--- config.mk ---
export PLATFORM = sky130hd
export DESIGN_NAME = dac_write_sched
export DESIGN_NICKNAME = d
export VERILOG_FILES = /design/src/rtl/dac_ctrl_pkg.sv /design/src/rtl/dac_rr_arb.sv /design/src/rtl/dac_write_sched.sv
export SDC_FILE = /design/constraint.sdc
export NUM_CORES = 1
export LEC_CHECK = 0
export CAP_MARGIN = 5
export CORE_ASPECT_RATIO = 0.6
export CORE_MARGIN = 1.5
export CORE_UTILIZATION = 40
export CTS_BUF_LIST = sky130_fd_sc_hd__clkbuf_2
export DETAILED_ROUTE_END_ITERATION = 8
export GPL_TIMING_DRIVEN = 0
export PLACE_DENSITY = 0.76
export REMOVE_ABC_BUFFERS = 1
export SLEW_MARGIN = 5
export SYNTH_ARGS = -nofsm -noshare
export SYNTH_HDL_FRONTEND = slang
export SYNTH_SLANG_ARGS = --single-unit
--- constraint.sdc ---
create_clock -name clk -period 2.01 [get_ports clk]
set_input_delay 0.402 -clock clk [delete_from_list [all_inputs] [get_ports clk]]
set_output_delay 0.402 -clock clk [all_outputs]
set_load 0.05 [all_outputs]
--- src/rtl/dac_ctrl_pkg.sv ---
// Shared types and defaults for the dual-channel parallel DAC write scheduler.
package dac_ctrl_pkg;

    typedef enum logic [2:0] {
        IDLE  = 3'd0,
        SETUP = 3'd1,
        WRITE = 3'd2,
        HOLD  = 3'd3,
        LOAD  = 3'd4
    } dac_state_e;

    localparam logic CH_A = 1'b0;
    localparam logic CH_B = 1'b1;

    localparam int DEF_SETUP_CYC = 4;
    localparam int DEF_WR_CYC    = 50;
    localparam int DEF_HOLD_CYC  = 30;
    localparam int DEF_LOAD_CYC  = 8;
    localparam int DEF_CNT_W     = 8;

    // Round-robin pick: a sole requester wins, a tie goes to the channel not granted last.
    function automatic logic rr_pick(input logic req_a, input logic req_b, input logic last);
        if (req_a && req_b) begin
            return ~last;
        end
        return req_b ? CH_B : CH_A;
    endfunction

endpackage

--- src/rtl/dac_rr_arb.sv ---
// Two-way round-robin arbiter; the last-grant register advances only when the FSM takes a grant.
module dac_rr_arb
    import dac_ctrl_pkg::*;
(
    input  logic clk,
    input  logic rst,
    input  logic req_a,
    input  logic req_b,
    input  logic advance,
    output logic gnt_valid,
    output logic gnt_ch
);

    logic last_q;

    assign gnt_valid = req_a | req_b;
    assign gnt_ch    = rr_pick(req_a, req_b, last_q);

    // Reset to B so that A wins the first tie.
    always_ff @(posedge clk or posedge rst) begin
        if (rst) begin
            last_q <= CH_B;
        end else if (advance && gnt_valid) begin
            last_q <= gnt_ch;
        end
    end

endmodule

--- src/rtl/dac_write_sched.sv ---
// Request/acknowledge write scheduler for an 8-bit dual-channel parallel DAC.
// Optional macro DAC_SYNC_LOAD_EN: pulse ldacn after a burst instead of holding it low.
//
// state | meaning
// IDLE  | bus released, waiting for a request
// SETUP | csn low, data and channel stable before the write strobe
// WRITE | csn and wrn low
// HOLD  | wrn high, data held; ack on the final cycle
// LOAD  | csn high, ldacn low (DAC_SYNC_LOAD_EN builds only)
module dac_write_sched
    import dac_ctrl_pkg::*;
#(
    parameter int SETUP_CYC = DEF_SETUP_CYC,
    parameter int WR_CYC    = DEF_WR_CYC,
    parameter int HOLD_CYC  = DEF_HOLD_CYC,
    parameter int LOAD_CYC  = DEF_LOAD_CYC,
    parameter int CNT_W     = DEF_CNT_W
)
(
    input  logic       clk,
    input  logic       rst,
    input  logic       req_a,
    input  logic [7:0] data_a,
    output logic       ack_a,
    input  logic       req_b,
    input  logic [7:0] data_b,
    output logic       ack_b,
    output logic       busy,
    output logic       dac_csn,
    output logic       dac_wrn,
    output logic       dac_ldacn,
    output logic       dac_a_b,
    output logic [7:0] dac_d
);

    localparam logic [CNT_W-1:0] SETUP_LAST = CNT_W'(SETUP_CYC - 1);
    localparam logic [CNT_W-1:0] WR_LAST    = CNT_W'(WR_CYC - 1);
    localparam logic [CNT_W-1:0] HOLD_LAST  = CNT_W'(HOLD_CYC - 1);
    localparam logic [CNT_W-1:0] LOAD_LAST  = CNT_W'(LOAD_CYC - 1);

    dac_state_e       state_q;
    dac_state_e       state_d;
    logic [CNT_W-1:0] cnt_q;
    logic [CNT_W-1:0] cnt_d;
    logic             gnt_valid;
    logic             gnt_ch;
    logic             grant;
    logic             ch_d;
    logic [7:0]       d_d;
    logic             ack_fire;

`ifdef DAC_SYNC_LOAD_EN
    logic             other_req;

    // The acked requester still holds req during HOLD, so only the other channel counts as pending.
    assign other_req = (dac_a_b == CH_A) ? req_b : req_a;
`endif

    dac_rr_arb u_arb (
        .clk       (clk),
        .rst       (rst),
        .req_a     (req_a),
        .req_b     (req_b),
        .advance   (grant),
        .gnt_valid (gnt_valid),
        .gnt_ch    (gnt_ch)
    );

    always_ff @(posedge clk or posedge rst) begin
        if (rst) begin
            state_q <= IDLE;
            cnt_q   <= '0;
        end else begin
            state_q <= state_d;
            cnt_q   <= cnt_d;
        end
    end

    always_comb begin
        state_d = state_q;
        cnt_d   = cnt_q + 1'b1;
        grant   = 1'b0;
        case (state_q)
            IDLE: begin
                cnt_d = '0;
                if (gnt_valid) begin
                    grant   = 1'b1;
                    state_d = SETUP;
                end
            end
            SETUP: begin
                if (cnt_q == SETUP_LAST) begin
                    state_d = WRITE;
                    cnt_d   = '0;
                end
            end
            WRITE: begin
                if (cnt_q == WR_LAST) begin
                    state_d = HOLD;
                    cnt_d   = '0;
                end
            end
            HOLD: begin
                if (cnt_q == HOLD_LAST) begin
                    cnt_d = '0;
`ifdef DAC_SYNC_LOAD_EN
                    state_d = other_req ? IDLE : LOAD;
`else
                    state_d = IDLE;
`endif
                end
            end
            LOAD: begin
                if (cnt_q == LOAD_LAST) begin
                    state_d = IDLE;
                    cnt_d   = '0;
                end
            end
            default: begin
                state_d = IDLE;
                cnt_d   = '0;
            end
        endcase
    end

    // Outputs are registered from next-state so pins change on the same edge as the state.
    always_comb begin
        ch_d     = grant ? gnt_ch : dac_a_b;
        d_d      = dac_d;
        if (grant) begin
            d_d = (gnt_ch == CH_B) ? data_b : data_a;
        end
        ack_fire = (state_d == HOLD) && (cnt_d == HOLD_LAST);
    end

    always_ff @(posedge clk or posedge rst) begin
        if (rst) begin
            dac_csn   <= 1'b1;
            dac_wrn   <= 1'b1;
            dac_a_b   <= CH_A;
            dac_d     <= '0;
            ack_a     <= 1'b0;
            ack_b     <= 1'b0;
            busy      <= 1'b0;
`ifdef DAC_SYNC_LOAD_EN
            dac_ldacn <= 1'b1;
`else
            dac_ldacn <= 1'b0;
`endif
        end else begin
            dac_csn   <= !((state_d == SETUP) || (state_d == WRITE) || (state_d == HOLD));
            dac_wrn   <= (state_d != WRITE);
            dac_a_b   <= ch_d;
            dac_d     <= d_d;
            ack_a     <= ack_fire && (ch_d == CH_A);
            ack_b     <= ack_fire && (ch_d == CH_B);
            busy      <= (state_d != IDLE);
`ifdef DAC_SYNC_LOAD_EN
            dac_ldacn <= (state_d != LOAD);
`else
            dac_ldacn <= 1'b0;
`endif
        end
    end

endmodule

After elaboration in Yosys (flattened, before gate mapping)
Cells that the tools add are included.
- add/sub/neg operators: 1
- equal/unequal tests: 13
- multiplexer cells: 19
- bitwise operators: 3
- reductions and logical operators: 10
- operators with widths (cell ; count):
    8-bit two-way mux ; 5
    8-bit one-hot mux with 4 select lines ; 1
    8-bit by 5-bit equality test with 1-bit output (second input constant) ; 2
    3-bit two-way mux ; 5
    3-bit one-hot mux with 5 select lines ; 1
    3-bit by 2-bit equality test with 1-bit output (second input constant) ; 4
    8-bit by 1-bit adder with 8-bit output (second input constant) ; 1
    8-bit by 2-bit equality test with 1-bit output (second input constant) ; 1
    8-bit by 3-bit equality test with 1-bit output (second input constant) ; 1
    8-bit by 6-bit equality test with 1-bit output (second input constant) ; 1
    1-bit two-way mux ; 7
    3-bit by 1-bit equality test with 1-bit output (second input constant) ; 2
    1-bit logical AND ; 5
    3-bit equality test (second input constant) ; 1
    3-bit zero test ; 1
    3-bit by 2-bit != test with 1-bit output (second input constant) ; 1
    3-bit nonzero test ; 1
    1-bit logical OR ; 2
    1-bit NOT ; 2
    1-bit zero test ; 1
    1-bit bitwise OR ; 1
- register bits: 26
- bits of input ports: 20
- output and inout port bits: 15
- word-level logic and storage cells: 56

Depth between registers and ports, before layout
Gate-level depths: netlist (run 1).
- word-level depth: 7
- gate-level depth with buffers: 6
- mapped depth without buffers: 6

Cells and area by module
Synthesis (run 1) repeated with hierarchy kept, for this count alone.
- cell total of the unflattened synthesis: 125
- area, all modules: 1335.0 µm²
- modules (own cells, without submodules) (module ; instances ; cells an instance ; area an instance (µm²) ; seq. area each (µm²)):
    dac_write_sched ; 1 ; 119 ; 1280.0 ; 628.1
    dac_rr_arb ; 1 ; 6 ; 55.1 ; 26.3

Least setup slack after synthesis (run 1)
Ideal clock, no wire load.
- path kind: register -> register
- start: register cnt_q[0]
- end: register cnt_q[1]
- setup time: 136 ps
- arrival time: 1465 ps
- required time: 1874 ps
- setup slack: 409 ps
- stages on the path, launching flop included: 6
- buffers on the path: 0
- period minus slack after synthesis: 1601 ps
- cell sequence: dfrtp_1 > ha_1 > nor3b_1 > nand3b_1 > a32oi_2 > a211oi_1
- longest elaborated chain between the ends: 3
- elaborated cells between the ends (all ways): 10
- those cells by class: 1 x add/sub; 4 x eq/ne; 5 x mux
- RTL lines (item ; line ; text):
    from (decl) ; dac_write_sched.sv:43 ; logic [CNT_W-1:0] cnt_q;
    from (signal assigned) ; dac_write_sched.sv:75 ; cnt_q <= cnt_d;
    8-bit by 1-bit adder with 8-bit output (tied with other cells) ; dac_write_sched.sv:81 ; cnt_d = cnt_q + 1'b1;
    8-bit two-way mux, on equally long branches ; -- ;
    8-bit one-hot mux with 4 select lines * ; dac_write_sched.sv:83 ; case (state_q)
    via cnt_d[1] ; dac_write_sched.sv:44 ; logic [CNT_W-1:0] cnt_d;
The timed path passes the listed nets; every way through them passes the cells marked *.
A chain may end at the register's enable or synchronous reset.

Final worst setup path (run 1)
- start: register ack_a
- end: output ack_a
- RTL lines (item ; line ; text):
    from (decl) ; dac_write_sched.sv:24 ; output logic ack_a,
    from (signal assigned) ; dac_write_sched.sv:155 ; ack_a <= ack_fire && (ch_d == CH_A);
No word-level cell between the ends.

==> results of run 1 <==
-- cell type report --
type	instances	share of cell area, %
Sequential cell	26	37.1
Multi-Input combinational cell	90	36.8
Timing Repair Buffer	35	20.7
Tap cell	45	3.20
Inverter	5	1.07
Clock buffer	3	0.852
Clock inverter	1	0.213
-- cells in the final DEF (no fill, tap or decap), drive strengths merged, types with 2 or more instances in the layout --
| cell | n |
|---|---|
| nand2 | 7 |
| mux2i | 8 |
| nand2b | 2 |
| ha | 2 |
| clkdlybuf4s50 | 22 |
| clkbuf | 3 |
| dfrtp | 23 |
| mux2 | 2 |
| nand3 | 4 |
| xor2 | 3 |
| nor4 | 3 |
| dlymetal6s2s | 9 |
| xnor2 | 5 |
| dfstp | 3 |
| dlygate4sd2 | 2 |
| nand4b | 2 |
| a21oi | 13 |
| nand4 | 3 |
| inv | 5 |
| buf | 2 |
| nor2 | 16 |
-- registers in the layout, summed over array words and instances (netlist names) --
| register | flops |
|---|---|
| dac_d | 8 |
| dac_csn | 1 |
| ack_b | 1 |
| dac_a_b | 1 |
| u_arb.last_q | 1 |
| dac_wrn | 1 |
| ack_a | 1 |
| state_q | 3 |
| cnt_q | 8 |
| busy | 1 |
-- logic make-up (layout without fill, tap and decap cells) --
kind of cell             count (synthesis)  in the layout  synth area share (%)
other                                    1              1                 0.278
adder cells (fa/ha/maj)                  2              2                  1.85
buffers and inverters                   10             44                  3.80
AND/OR/NAND/NOR                         47             47                  21.4
multiplexers                            10             10                  7.88
flip-flops                              26             26                  48.5
AO/OA/AOI/OAI                           22             22                  11.0
XOR/XNOR                                 8              8                  5.20
-- routing by layer --
metal  wire length [µm]  up-vias  global-route usage [%]
li1                   -      514                       -
met1               1360      539                    23.2
met2               1360       25                    32.0
met3                135        2                    4.76
met4                 20        0                    4.29
met5                  0        -                       0
-- worst max-delay path by stage --
| stage | depth (start not counted) | slack (ps) | start | end |
|---|---|---|---|---|
| 2_1_floorplan | 3 | 30 | req_b | ack_b |
| 3_3_place_gp | 4 | -780 | req_b | ack_b |
| 3_5_place_dp | 5 | -460 | req_a | ack_a |
| 4_1_cts | 1 | 20 | dac_d[5] | dac_d[5] |
| 5_1_grt | 1 | 3 | ack_a | ack_a |
| 6_report | 1 | 100 | ack_a | ack_a |
-- worst reg2reg max path, delay by kind of cell (launching register included) --
family	cells	cell delay, ps
flops	1	530
fa+ha+maj	1	280
compound gates	2	550
simple gates	2	430
-- power by group --
part	switching, µW	internal, µW	leakage [µW]
Clock	148	43.2	0.0000140
Sequential	9.06	543	0.000303
Combinational	105	79.2	0.000498
-- per-stage QoR --
stage / setup WS, ps / cell area (µm²)
floorplan: 32.4 / 1320
detailed placement: -460 / 1710
global route: 3.21 / 1760
global placement: -776 / 1700
CTS: 17.2 / 1730
finish: 99.1 / 1760
-- what timing repair did --
| action | CTS | global route |
|---|---|---|
| buffers inserted | 1 | 0 |
| endpoints found under the setup margin | 4 | 15 |
| pin swaps | 1 | 0 |
| gates resized for setup | 2 | 10 |
==> metrics.txt, run 1 <==
Fin Hold WS=532 ps; cell taking the most area after synthesis=dfrtp_1; top post-synthesis cells by area=dfrtp_1 43%, mux2i_1 5.9%, dfstp_2 5.8%; Setup TNS=0 ps; Seq cells post-synth=26; worst hold-check path type=in -> async; worst-skew pair later-pin latency=340 ps; Static Leak=0.000816 µW; # fillers=292; Clk pin slew, worst setup/hold paths=230 ps; Final setup viols=0; Critical Path Fanout Max=1; worst relative slew slack=37.2%; Die ar.=3740 µm²; Rows=16; initial core utilization=41.6%; Worst Path Arrival=1510 ps; reg2reg path depth=5; FF-to-FF Start=cnt_q[0]; vias in the first global route=1069; Async S/R FF share, synth=100%; slowest stage cell on the critical path=clkdlybuf4s50_1; wire per inst=14.0 µm; max-cap check violation count=0; CTS tree=built; unrepaired setup endpoints after global routing=no; Post-CTS Hold Buffers=0; layout cell share with drive strength beyond 1=10.6%; Vias/cell=5.27; Crit. End Element=output port; Layout Cells excl Fill=205; CTS H-tree lvls=1; CTS sink cnt=26; WP data required=1610 ps; Final Power=927 µW; first-pass GRT wire length=5070 µm; Setup Skew=5.05 ps; Avg Cell Area, Syn=10.7 µm²; count leader, synth=dfrtp_1; ant diodes=0; Setup CP Type=reg -> out; final hold violation count=0; HPWL after DPL=2150 µm; Final min period=1910 ps; Clock Path Buffers=2; crit-path max cell delay=790 ps; Reg area=654 µm²; max-slew violations=0; pwr/cell area=526 nW/µm²; worst-margin pin slew=940 ps; port bufs=33; CTS buffer count=3; CTS root buf=clkbuf_2; 1st-iter DRT viols=46; post-route core utilization=54.3%; outcome=completed; DRT antenna net count=0; WP buf/inv=1; synth warn=0; RePlAce Congestion=0.845; reg-to-reg setup timing slack=140 ps; DRT Wirelength=2880 µm; Most used DFF post-synth=dfrtp_1; final critical-path share of the clock period=95.1%; reg-to-reg endpoint=cnt_q[1]; GRT Total Usage=18.1%; residual DRC count=0; largest net degree at the start of global routing=27; count of flip-flops with a built-in enable after synthesis=0; die width=78.0 µm; highest clock rate=0.523 GHz; initial antenna violation count=0; chip height=48.0 µm; multi-input logic area=648 µm²; Placeable Area=3240 µm²; largest delay contributor family on the critical path=buffers and inverters; startpoint types=register; mapped cell area=1350 µm²; via count=1080; fraction of post-synthesis cell area in the top cell type by area=42.7%; IR drop worst, VDD=0.330 mV; worst-path cell chain=clkdlybuf4s50_1; post-synthesis cell count=126; Netlist cell types=43; Remaining Overflow, GRT=0; I/O pin count=35; drt first pass iters=4; Placed Cells=200; sequential area share after synthesis=48.5%; area growth from synthesis to layout=30.6%; Post-synth top cells=23 x dfrtp_1, 16 x nor2_1, 13 x a21oi_1, 8 x mux2i_1, 7 x nand2_1; layout net count=183
No activity file was read; power rests on OpenSTA's default activity.
==> inputs of run 2 (changes only) <==
- SLEW_MARGIN: 5 -> unset
==> results of run 2 <==
Same layout as run 1: the final DEF is identical, and so are final timing and power.
